**src/rtl/tm_event_scheduler_if.sv**
```systemverilog
// tm_event_scheduler_if
// Groups the firmware command port and the fire-log stream of the event
// scheduler into one bundle.
//   master : requester side  (drives cmd_*, log_ready; sees ack, status, log_*)
//   slave  : scheduler side  (drives cmd_ready, cmd_ack, cmd_status, log_*)
// Signals:
//   cmd_valid/cmd_ready, cmd_cancel, cmd_ch, cmd_utc, cmd_8ns  command request
//   cmd_ack, cmd_status                                        command response
//   log_valid/log_ready, log_ch, log_utc, log_8ns              fire-log stream
interface tm_event_scheduler_if #(
  parameter int NCH = 4
) ();
  localparam int CHW = (NCH > 1) ? $clog2(NCH) : 1;

  logic            cmd_valid;
  logic            cmd_ready;
  logic            cmd_cancel;
  logic [CHW-1:0]  cmd_ch;
  logic [39:0]     cmd_utc;
  logic [27:0]     cmd_8ns;
  logic            cmd_ack;
  logic [1:0]      cmd_status;

  logic            log_valid;
  logic            log_ready;
  logic [CHW-1:0]  log_ch;
  logic [39:0]     log_utc;
  logic [27:0]     log_8ns;

  modport master (
    output cmd_valid, cmd_cancel, cmd_ch, cmd_utc, cmd_8ns, log_ready,
    input  cmd_ready, cmd_ack, cmd_status, log_valid, log_ch, log_utc, log_8ns
  );

  modport slave (
    input  cmd_valid, cmd_cancel, cmd_ch, cmd_utc, cmd_8ns, log_ready,
    output cmd_ready, cmd_ack, cmd_status, log_valid, log_ch, log_utc, log_8ns
  );
endinterface

```
**src/rtl/tm_event_scheduler.sv**
```systemverilog
// tm_event_scheduler
// Fires up to NCH timed trigger pulses against the local FMC timebase.
// Channels are armed/cancelled through one shared command port; each channel
// pulses trig_o for PULSE_W cycles once the local time reaches its target, and
// a round-robin arbiter serialises the fire timestamps onto the log stream.
// Ports:
//   fmc_clk, rst_n            clock (125 MHz) and synchronous active-low reset
//   timer_utc/8ns/valid       local timebase; firing suppressed while invalid
//   bus (slave)               command port and fire-log stream
//   armed_o[NCH]              channel currently armed
//   trig_o[NCH]               trigger pulses
module tm_event_scheduler #(
  parameter int NCH     = 4,
  parameter int PULSE_W = 4
) (
  input  logic                  fmc_clk,
  input  logic                  rst_n,
  input  logic [39:0]           timer_utc,
  input  logic [27:0]           timer_8ns,
  input  logic                  timer_valid,
  tm_event_scheduler_if.slave   bus,
  output logic [NCH-1:0]        armed_o,
  output logic [NCH-1:0]        trig_o
);
  localparam int          CHW        = (NCH > 1) ? $clog2(NCH) : 1;
  localparam logic [27:0] MAX_8NS    = 28'd124999999;
  localparam logic [7:0]  PULSE_LAST = 8'(PULSE_W - 1);

  typedef enum logic [0:0] {C_IDLE, C_ACK} cmd_state_t;
  typedef enum logic [1:0] {IDLE, ARMED, FIRE, LOGPEND} ch_state_t;
  typedef enum logic [1:0] {
    ST_OK   = 2'b00,
    ST_LATE = 2'b01,
    ST_BUSY = 2'b10,
    ST_BAD  = 2'b11
  } status_t;

  cmd_state_t      c_state, c_next;
  ch_state_t       ch_state [NCH];
  ch_state_t       ch_next  [NCH];
  logic [39:0]     tgt_utc   [NCH];
  logic [27:0]     tgt_8ns   [NCH];
  logic [39:0]     stamp_utc [NCH];
  logic [27:0]     stamp_8ns [NCH];
  logic [7:0]      pulse_cnt [NCH];
  logic [NCH-1:0]  fire_hit;

  logic [67:0]     now;
  logic            accept;
  logic            arm_ok;
  logic            cancel_hit;
  logic            ch_in_range;
  ch_state_t       sel_state;
  status_t         status_calc;
  status_t         status_q;

  logic            log_valid_q;
  logic [CHW-1:0]  log_ch_q;
  logic [39:0]     log_utc_q;
  logic [27:0]     log_8ns_q;
  logic [CHW-1:0]  rr_ptr;
  logic            xfer;
  logic            grant_found;
  logic [CHW-1:0]  grant_ch;
  logic [39:0]     grant_utc;
  logic [27:0]     grant_8ns;

  assign now = {timer_utc, timer_8ns};

  // Command port: ready only in C_IDLE and never while reset is held, so a
  // request presented during reset is not accepted.
  assign bus.cmd_ready  = rst_n & (c_state == C_IDLE);
  assign accept         = bus.cmd_valid & bus.cmd_ready;
  assign bus.cmd_ack    = (c_state == C_ACK);
  assign bus.cmd_status = status_q;

  always_ff @(posedge fmc_clk) begin
    if (!rst_n) c_state <= C_IDLE;
    else        c_state <= c_next;
  end

  always_comb begin
    c_next = c_state;
    case (c_state)
      C_IDLE:  if (accept) c_next = C_ACK;
      C_ACK:   c_next = C_IDLE;
      default: c_next = C_IDLE;
    endcase
  end

  // State of the addressed channel; a channel number outside 0..NCH-1 (only
  // possible when NCH is not a power of two) is reported as BAD.
  always_comb begin
    sel_state   = IDLE;
    ch_in_range = 1'b0;
    for (int i = 0; i < NCH; i++) begin
      if (bus.cmd_ch == CHW'(i)) begin
        sel_state   = ch_state[i];
        ch_in_range = 1'b1;
      end
    end
  end

  // Response evaluated from the inputs of the accept cycle; first rule wins.
  always_comb begin
    status_calc = ST_OK;
    if (bus.cmd_cancel)
      status_calc = ST_OK;
    else if ((bus.cmd_8ns > MAX_8NS) || !ch_in_range)
      status_calc = ST_BAD;
    else if (sel_state != IDLE)
      status_calc = ST_BUSY;
    else if (timer_valid && ({bus.cmd_utc, bus.cmd_8ns} <= now))
      status_calc = ST_LATE;
  end

  assign arm_ok     = accept & ~bus.cmd_cancel & (status_calc == ST_OK);
  assign cancel_hit = accept &  bus.cmd_cancel;

  always_ff @(posedge fmc_clk) begin
    if (!rst_n)      status_q <= ST_OK;
    else if (accept) status_q <= status_calc;
  end

  // Per-channel next state. Fire is tested before cancel so that a cancel
  // arriving in the same cycle as the fire condition loses.
  always_comb begin
    for (int i = 0; i < NCH; i++) begin
      ch_next[i]  = ch_state[i];
      fire_hit[i] = timer_valid && (now >= {tgt_utc[i], tgt_8ns[i]});
      case (ch_state[i])
        IDLE:
          if (arm_ok && (bus.cmd_ch == CHW'(i))) ch_next[i] = ARMED;
        ARMED:
          if (fire_hit[i])
            ch_next[i] = FIRE;
          else if (cancel_hit && (bus.cmd_ch == CHW'(i)))
            ch_next[i] = IDLE;
        FIRE:
          if (pulse_cnt[i] == 8'd0) ch_next[i] = LOGPEND;
        LOGPEND:
          if (xfer && (log_ch_q == CHW'(i))) ch_next[i] = IDLE;
        default:
          ch_next[i] = IDLE;
      endcase
    end
  end

  always_ff @(posedge fmc_clk) begin
    if (!rst_n) begin
      for (int i = 0; i < NCH; i++) begin
        ch_state[i]  <= IDLE;
        tgt_utc[i]   <= '0;
        tgt_8ns[i]   <= '0;
        stamp_utc[i] <= '0;
        stamp_8ns[i] <= '0;
        pulse_cnt[i] <= '0;
      end
    end else begin
      for (int i = 0; i < NCH; i++) begin
        ch_state[i] <= ch_next[i];
        if ((ch_state[i] == IDLE) && arm_ok && (bus.cmd_ch == CHW'(i))) begin
          tgt_utc[i] <= bus.cmd_utc;
          tgt_8ns[i] <= bus.cmd_8ns;
        end
        // The counter counts down the remaining pulse cycles after this one.
        if ((ch_state[i] == ARMED) && fire_hit[i]) begin
          stamp_utc[i] <= timer_utc;
          stamp_8ns[i] <= timer_8ns;
          pulse_cnt[i] <= PULSE_LAST;
        end else if ((ch_state[i] == FIRE) && (pulse_cnt[i] != 8'd0)) begin
          pulse_cnt[i] <= pulse_cnt[i] - 8'd1;
        end
      end
    end
  end

  always_comb begin
    for (int i = 0; i < NCH; i++) begin
      armed_o[i] = (ch_state[i] == ARMED);
      trig_o[i]  = (ch_state[i] == FIRE);
    end
  end

  // Round-robin pick: first pending channel at or above the pointer, else the
  // first pending channel below it.
  always_comb begin
    grant_found = 1'b0;
    grant_ch    = '0;
    grant_utc   = '0;
    grant_8ns   = '0;
    for (int i = 0; i < NCH; i++) begin
      if (!grant_found && (i >= int'(rr_ptr)) && (ch_state[i] == LOGPEND)) begin
        grant_found = 1'b1;
        grant_ch    = CHW'(i);
        grant_utc   = stamp_utc[i];
        grant_8ns   = stamp_8ns[i];
      end
    end
    for (int i = 0; i < NCH; i++) begin
      if (!grant_found && (i < int'(rr_ptr)) && (ch_state[i] == LOGPEND)) begin
        grant_found = 1'b1;
        grant_ch    = CHW'(i);
        grant_utc   = stamp_utc[i];
        grant_8ns   = stamp_8ns[i];
      end
    end
  end

  assign xfer = log_valid_q & bus.log_ready;

  // A new grant is only loaded while the output register is empty, so an
  // offered entry stays frozen until it is transferred.
  always_ff @(posedge fmc_clk) begin
    if (!rst_n) begin
      log_valid_q <= 1'b0;
      log_ch_q    <= '0;
      log_utc_q   <= '0;
      log_8ns_q   <= '0;
      rr_ptr      <= '0;
    end else if (xfer) begin
      log_valid_q <= 1'b0;
      rr_ptr      <= (int'(log_ch_q) == NCH - 1) ? '0 : log_ch_q + CHW'(1);
    end else if (!log_valid_q && grant_found) begin
      log_valid_q <= 1'b1;
      log_ch_q    <= grant_ch;
      log_utc_q   <= grant_utc;
      log_8ns_q   <= grant_8ns;
    end
  end

  assign bus.log_valid = log_valid_q;
  assign bus.log_ch    = log_ch_q;
  assign bus.log_utc   = log_utc_q;
  assign bus.log_8ns   = log_8ns_q;
endmodule
```
**src/flat_wrapper.sv**
```systemverilog
// flat-port wrapper written by rule: the top's interface ports become plain ports
module tm_event_scheduler_flat 
#(
  parameter int NCH     = 4,
  parameter int PULSE_W = 4
)
  (fmc_clk, rst_n, timer_utc, timer_8ns, timer_valid, armed_o, trig_o, bus_cmd_valid, bus_cmd_cancel, bus_cmd_ch, bus_cmd_utc, bus_cmd_8ns, bus_log_ready, bus_cmd_ready, bus_cmd_ack, bus_cmd_status, bus_log_valid, bus_log_ch, bus_log_utc, bus_log_8ns);
  tm_event_scheduler_if #(.NCH(NCH)) bus_i ();
  input  logic fmc_clk;
  input  logic rst_n;
  input  logic [39:0] timer_utc;
  input  logic [27:0] timer_8ns;
  input  logic timer_valid;
  output logic [NCH-1:0] armed_o;
  output logic [NCH-1:0] trig_o;
  input wire logic [$bits(bus_i.cmd_valid)-1:0] bus_cmd_valid;
  input wire logic [$bits(bus_i.cmd_cancel)-1:0] bus_cmd_cancel;
  input wire logic [$bits(bus_i.cmd_ch)-1:0] bus_cmd_ch;
  input wire logic [$bits(bus_i.cmd_utc)-1:0] bus_cmd_utc;
  input wire logic [$bits(bus_i.cmd_8ns)-1:0] bus_cmd_8ns;
  input wire logic [$bits(bus_i.log_ready)-1:0] bus_log_ready;
  output wire logic [$bits(bus_i.cmd_ready)-1:0] bus_cmd_ready;
  output wire logic [$bits(bus_i.cmd_ack)-1:0] bus_cmd_ack;
  output wire logic [$bits(bus_i.cmd_status)-1:0] bus_cmd_status;
  output wire logic [$bits(bus_i.log_valid)-1:0] bus_log_valid;
  output wire logic [$bits(bus_i.log_ch)-1:0] bus_log_ch;
  output wire logic [$bits(bus_i.log_utc)-1:0] bus_log_utc;
  output wire logic [$bits(bus_i.log_8ns)-1:0] bus_log_8ns;
  assign bus_i.cmd_valid = bus_cmd_valid;
  assign bus_i.cmd_cancel = bus_cmd_cancel;
  assign bus_i.cmd_ch = bus_cmd_ch;
  assign bus_i.cmd_utc = bus_cmd_utc;
  assign bus_i.cmd_8ns = bus_cmd_8ns;
  assign bus_i.log_ready = bus_log_ready;
  assign bus_cmd_ready = bus_i.cmd_ready;
  assign bus_cmd_ack = bus_i.cmd_ack;
  assign bus_cmd_status = bus_i.cmd_status;
  assign bus_log_valid = bus_i.log_valid;
  assign bus_log_ch = bus_i.log_ch;
  assign bus_log_utc = bus_i.log_utc;
  assign bus_log_8ns = bus_i.log_8ns;
  tm_event_scheduler #(.NCH(NCH), .PULSE_W(PULSE_W)) u_core (.fmc_clk(fmc_clk), .rst_n(rst_n), .timer_utc(timer_utc), .timer_8ns(timer_8ns), .timer_valid(timer_valid), .bus(bus_i), .armed_o(armed_o), .trig_o(trig_o));
endmodule
```
**config.mk**
```make
export PLATFORM = sky130hd
export DESIGN_NAME = tm_event_scheduler_flat
export DESIGN_NICKNAME = d
export VERILOG_FILES = /design/src/rtl/tm_event_scheduler_if.sv /design/src/rtl/tm_event_scheduler.sv /design/src/flat_wrapper.sv
export SDC_FILE = /design/constraint.sdc
export NUM_CORES = 1
export LEC_CHECK = 0
export CAP_MARGIN = 30
export CELL_PAD_IN_SITES_DETAIL_PLACEMENT = 0
export CELL_PAD_IN_SITES_GLOBAL_PLACEMENT = 2
export CORE_ASPECT_RATIO = 1.1
export CORE_MARGIN = 1.5
export CORE_UTILIZATION = 36
export CTS_CLUSTER_DIAMETER = 200
export DETAILED_ROUTE_END_ITERATION = 12
export GPL_TIMING_DRIVEN = 0
export HOLD_SLACK_MARGIN = 0.05
export PLACE_DENSITY = 0.85
export SETUP_SLACK_MARGIN = 0.02
export SKIP_CTS_REPAIR_TIMING = 1
export SLEW_MARGIN = 20
export SYNTH_ARGS = -nofsm -noshare
export SYNTH_HDL_FRONTEND = slang
export SYNTH_SLANG_ARGS = --single-unit
```
**constraint.sdc**
```tcl
create_clock -name fmc_clk -period 6 [get_ports fmc_clk]
set_input_delay 0.6 -clock fmc_clk [delete_from_list [all_inputs] [get_ports fmc_clk]]
set_output_delay 0.6 -clock fmc_clk [all_outputs]
set_load 0.01 [all_outputs]
```
==> reports/qor_table.md, run 1 <==
| Group | Result | Reported |
| --- | --- | --- |
| worst setup path | Maximum net fanout on the critical path | 36 |
| placed design | Weighted congestion reported at the end of routability-driven placement | 0.841 |
| floorplanning | Starting Density | 0.365 |
| routing | Number of design-rule violations left by the first detailed-router iteration | 2895 |
| clocking | H-Tree Level Count | 3 |
| routing | Final antenna-violating net count | 0 |
| power and ir drop | Clock share of power | 0.414 |
| routing | Routed via count | 28379 |
| final layout | Nets | 4383 |
| grt | Global route total overflow | 0 |
| power and ir drop | Tot Pwr | 11100 uW |
| floorplanning | Area inside the core boundary | 0.101 mm^2 |
| power and ir drop | Power spent charging and discharging nets | 2810 uW |
| timing | Worst slack on hold paths | 0.539 ns |
| final layout | Non-filler cells in the finished layout | 5292 |
| timing | Final Hold Fails | 0 |
| placed design | Number of input and output port buffers inserted | 225 |
| logic synthesis | Gate Count Post-Synth | 3539 |
| logic synthesis | Post-synthesis sequential element count | 660 |
| timing | Relative max-transition margin | 0.293 |
| routing | DRC errors left | 0 |
| power and ir drop | Worst ir drop on vdd | 0.173 mV |
| logic synthesis | Post-synth design cell area | 0.0368 mm^2 |
| power and ir drop | Pint | 8280 uW |
| floorplanning | Row count | 122 |
| timing | Achievable Freq | 172 MHz |
| logic synthesis | Primary flip-flop cell chosen by synthesis mapping | sky130_fd_sc_hd__edfxtp_1 |
| power and ir drop | Power Density | 254 mW/mm^2 |
| clocking | Clock tree from TritonCTS | yes |
| clocking | CTS Root Cell | sky130_fd_sc_hd__clkbuf_16 |
| grt | Number of antenna violations at the first check in global routing | 16 |
| floorplanning | Height of the die | 338 um |
| final layout | Synthesis-to-finish area growth | 18.9% |
| logic synthesis | Sequential cell area fraction in the yosys report | 0.516 |
| grt | Global routing usage summed across all routing layers | 0.232 |
| power and ir drop | Share of total power in sequential cells | 0.478 |
| logic synthesis | Biggest area contributors in the synthesized netlist | sky130_fd_sc_hd__edfxtp_1 (47%), sky130_fd_sc_hd__ha_1 (13%), sky130_fd_sc_hd__and2_1 (6.8%) |
| floorplanning | Top-level I/O count | 227 |
| logic synthesis | Share of the synthesized area in the top cell type | 0.470 |
| placed design | Placed Instance Area | 0.0413 mm^2 |
| logic synthesis | Share of flip-flops with an asynchronous set or reset after synthesis | 0 |
| logic synthesis | Top cell type by total area after synthesis | sky130_fd_sc_hd__edfxtp_1 |
| timing | Max Clock Skew | 0.0240 ns |
| worst setup path | Element type at the critical path end | flip-flop |
| routing | Pre-Repair DR Iteration Count | 9 |
| worst setup path | WP data required | 6.30 ns |
| timing | Final period utilization | 0.968 |
| run | Max-cap check violation count | 0 |
| clocking | Maximum number of buffers from clock root to sink | 3 |
| power and ir drop | Sw frac | 0.254 |
| timing | Max Transition Viols Final | 0 |
| grt | Wire length of the first global-routing pass | 179000 um |
| grt | Number of global-route vias before repair | 27075 |
| grt | Pin count of the biggest net entering global routing | 41 |
| timing | Pin slew with the least headroom to its limit | 1.05 ns |
| power and ir drop | LEAKAGE | 0.0173 uW |
| final layout | Share of layout cells above drive strength 1 | 0.0548 |
| placed design | # placed instances | 5153 |
| logic synthesis | Mean instance size in the synthesized netlist | 10.4 um^2 |
| routing | Detailed-route vias per instance | 5.36 |
| clocking | Clk pin slew, worst setup/hold paths | 0.06 ns |
| power and ir drop | Combinational cell fraction of total power | 0.108 |
| worst setup path | Critical path type | in2reg |
| clocking | Clock latency on the worst-skew pair | 0.64 ns |
| logic synthesis | Number of enable-type register cells in the synthesized netlist | 576 |
| routing | Wire length after detailed routing | 123000 um |
| clocking | Number of buffers created by CTS | 75 |
| timing | Final setup violation count | 0 |
| status | Outcome | completed |
| floorplanning | Die Outline Area | 0.104 mm^2 |
| worst setup path | Arr. time, crit path | 6.11 ns |
| timing | Setup repair after global routing missed its margin | false |
| placed design | Post-detailed-placement half-perimeter wirelength | 89600 um |
| worst setup path | Startpoint type of the worst setup path | input port |
| floorplanning | Width of the die | 308 um |
| timing | Setup TNS | 0 ns |
| min path | Class of the most critical hold timing path | reg2reg |
| final layout | Final cell area excluding filler cells | 0.0437 mm^2 |
| logic synthesis | Number of unique standard cell types used by synthesis | 81 |
| logic synthesis | Warnings, synthesis | 0 |
| clocking | Sink count of the clock tree | 660 |
| routing | Routed length per placed instance | 23.3 um |
| timing | Min cycle time layout | 5.81 ns |
[Yosys cell counts, drive strengths merged (6+ instances only)]
| cell type | n |
|---|---|
| nor3 | 108 |
| nand2b | 10 |
| nand3 | 42 |
| nand4 | 65 |
| a21boi | 8 |
| nor2 | 294 |
| a211oi | 20 |
| and2 | 398 |
| a221oi | 12 |
| a31oi | 6 |
| ha | 372 |
| or4 | 6 |
| o21ai | 136 |
| o211ai | 13 |
| a21oi | 497 |
| nor4 | 28 |
| inv | 379 |
| nand2 | 126 |
| o31ai | 8 |
| clkbuf | 147 |
| buf | 21 |
| and4 | 9 |
| xnor2 | 20 |
| dfxtp | 84 |
| a21o | 15 |
| edfxtp | 576 |
| a222oi | 68 |
| nor2b | 10 |
[worst max-delay path: stages]
cell	delay [ns]
sky130_fd_sc_hd__clkdlybuf4s50_1	0.81
sky130_fd_sc_hd__inv_1	0.19
sky130_fd_sc_hd__ha_1	0.33
sky130_fd_sc_hd__nand4_1	0.19
sky130_fd_sc_hd__nor4_2	0.62
sky130_fd_sc_hd__nand3_1	0.31
sky130_fd_sc_hd__a21oi_1	0.37
sky130_fd_sc_hd__o21bai_1	0.14
sky130_fd_sc_hd__and3_1	0.21
sky130_fd_sc_hd__o211a_1	0.28
sky130_fd_sc_hd__nor3_2	0.54
sky130_fd_sc_hd__buf_2	0.53
sky130_fd_sc_hd__nand2b_4	0.60
sky130_fd_sc_hd__buf_16	0.30
[routing by layer]
layer / share of wire / vias to the layer above / track usage / wire (um)
li1: - / 13355 / - / -
met1: 0.43 / 13744 / 0.311 / 53400
met2: 0.47 / 1064 / 0.379 / 57600
met3: 0.068 / 202 / 0.0384 / 8350
met4: 0.030 / 14 / 0.0738 / 3720
met5: 0.00058 / - / 0 / 71
[path summary, 6_finish.rpt]
kind	start	end	slack (ns)	cells past startpoint
max	timer_8ns[27]	u_core.tgt_8ns[1][21]	0.19	14
min	u_core.bus.log_valid	u_core.bus.log_valid	0.54	2
max reg2reg	u_core.tgt_utc[1][23]	u_core.stamp_8ns[1][18]	0.66	11
min reg2reg	u_core.bus.log_valid	u_core.bus.log_valid	0.54	2
[cell usage in the layout (no fill, tap or decap), drive strengths merged, types with 5 or more instances in the layout]
cell / instances
edfxtp: 576
a21oi: 497
and2: 398
inv: 379
ha: 372
nor2: 294
clkbuf: 252
clkdlybuf4s50: 225
o21ai: 136
nand2: 126
nor3: 108
dfxtp: 84
a222oi: 68
nand4: 65
nand3: 42
buf: 42
nor4: 28
clkinv: 21
xnor2: 20
a211oi: 20
a21o: 15
o211ai: 13
a221oi: 12
nor2b: 10
nand2b: 10
and4: 9
a21boi: 8
o31ai: 8
clkinvlp: 7
or4: 6
a31oi: 6
and3: 5
[power groups by stage]
stage	Combinational, uW	Clock, uW	Sequential [uW]
3_3_place_gp	1140	0	5420
2_1_floorplan	626	0	5380
4_1_cts	1200	4650	5300
6_report	1200	4590	5300
3_5_place_dp	1190	0	5400
5_1_grt	1330	4820	5320
[area by class of cell]
type	instances	area [um^2]
Sequential cell	660	19000
Inverter	380	1430
Antenna cell	3	7.51
Fill cell	9626	57200
Timing Repair Buffer	248	2660
Buffer	168	717
Clock inverter	31	275
Multi-Input combinational cell	2334	15800
Clock buffer	104	2130
Tap cell	1364	1710
[cells by family (layout without fill, tap and decap cells)]
group,count (synthesis),in the layout,share of synthesized area
AND/OR/NAND/NOR,1112,1112,0.160
AO/OA/AOI/OAI,818,818,0.133
flip-flops,660,660,0.516
buffers and inverters,548,931,0.0581
adder cells (fa/ha/maj),372,372,0.126
XOR/XNOR,24,24,0.00571
multiplexers,4,4,0.00119
other,1,7,0.000102
[stage by stage]
stage / worst slack, ns / utilization
2_1_floorplan: 0.938 / -
3_3_place_gp: -3.51 / 0.404
3_5_place_dp: -0.724 / 0.409
4_1_cts: -0.0811 / 0.433
5_1_grt: 0.0752 / 0.433
6_report: 0.193 / 0.433
[state kept, by name (all words and copies together) (netlist names), named ones only]
register               flops
u_core.bus.cmd_ack         1
u_core.bus.cmd_status      2
u_core.bus.log_8ns        28
u_core.bus.log_ch          2
u_core.bus.log_utc        40
u_core.bus.log_valid       1
u_core.ch_state            4
u_core.pulse_cnt          32
u_core.rr_ptr              2
u_core.stamp_8ns         112
u_core.stamp_utc         160
u_core.tgt_8ns           112
u_core.tgt_utc           160
No activity file was read; power rests on OpenSTA's default activity.
==> inputs of run 2 (changes only) <==
- SKIP_CTS_REPAIR_TIMING: 1 -> not set
==> results of run 2 <==
Same layout as run 1: the final DEF is identical, and so are final timing and power.
Main changes from that run: via count of the first global-routing pass 27075 -> 27074
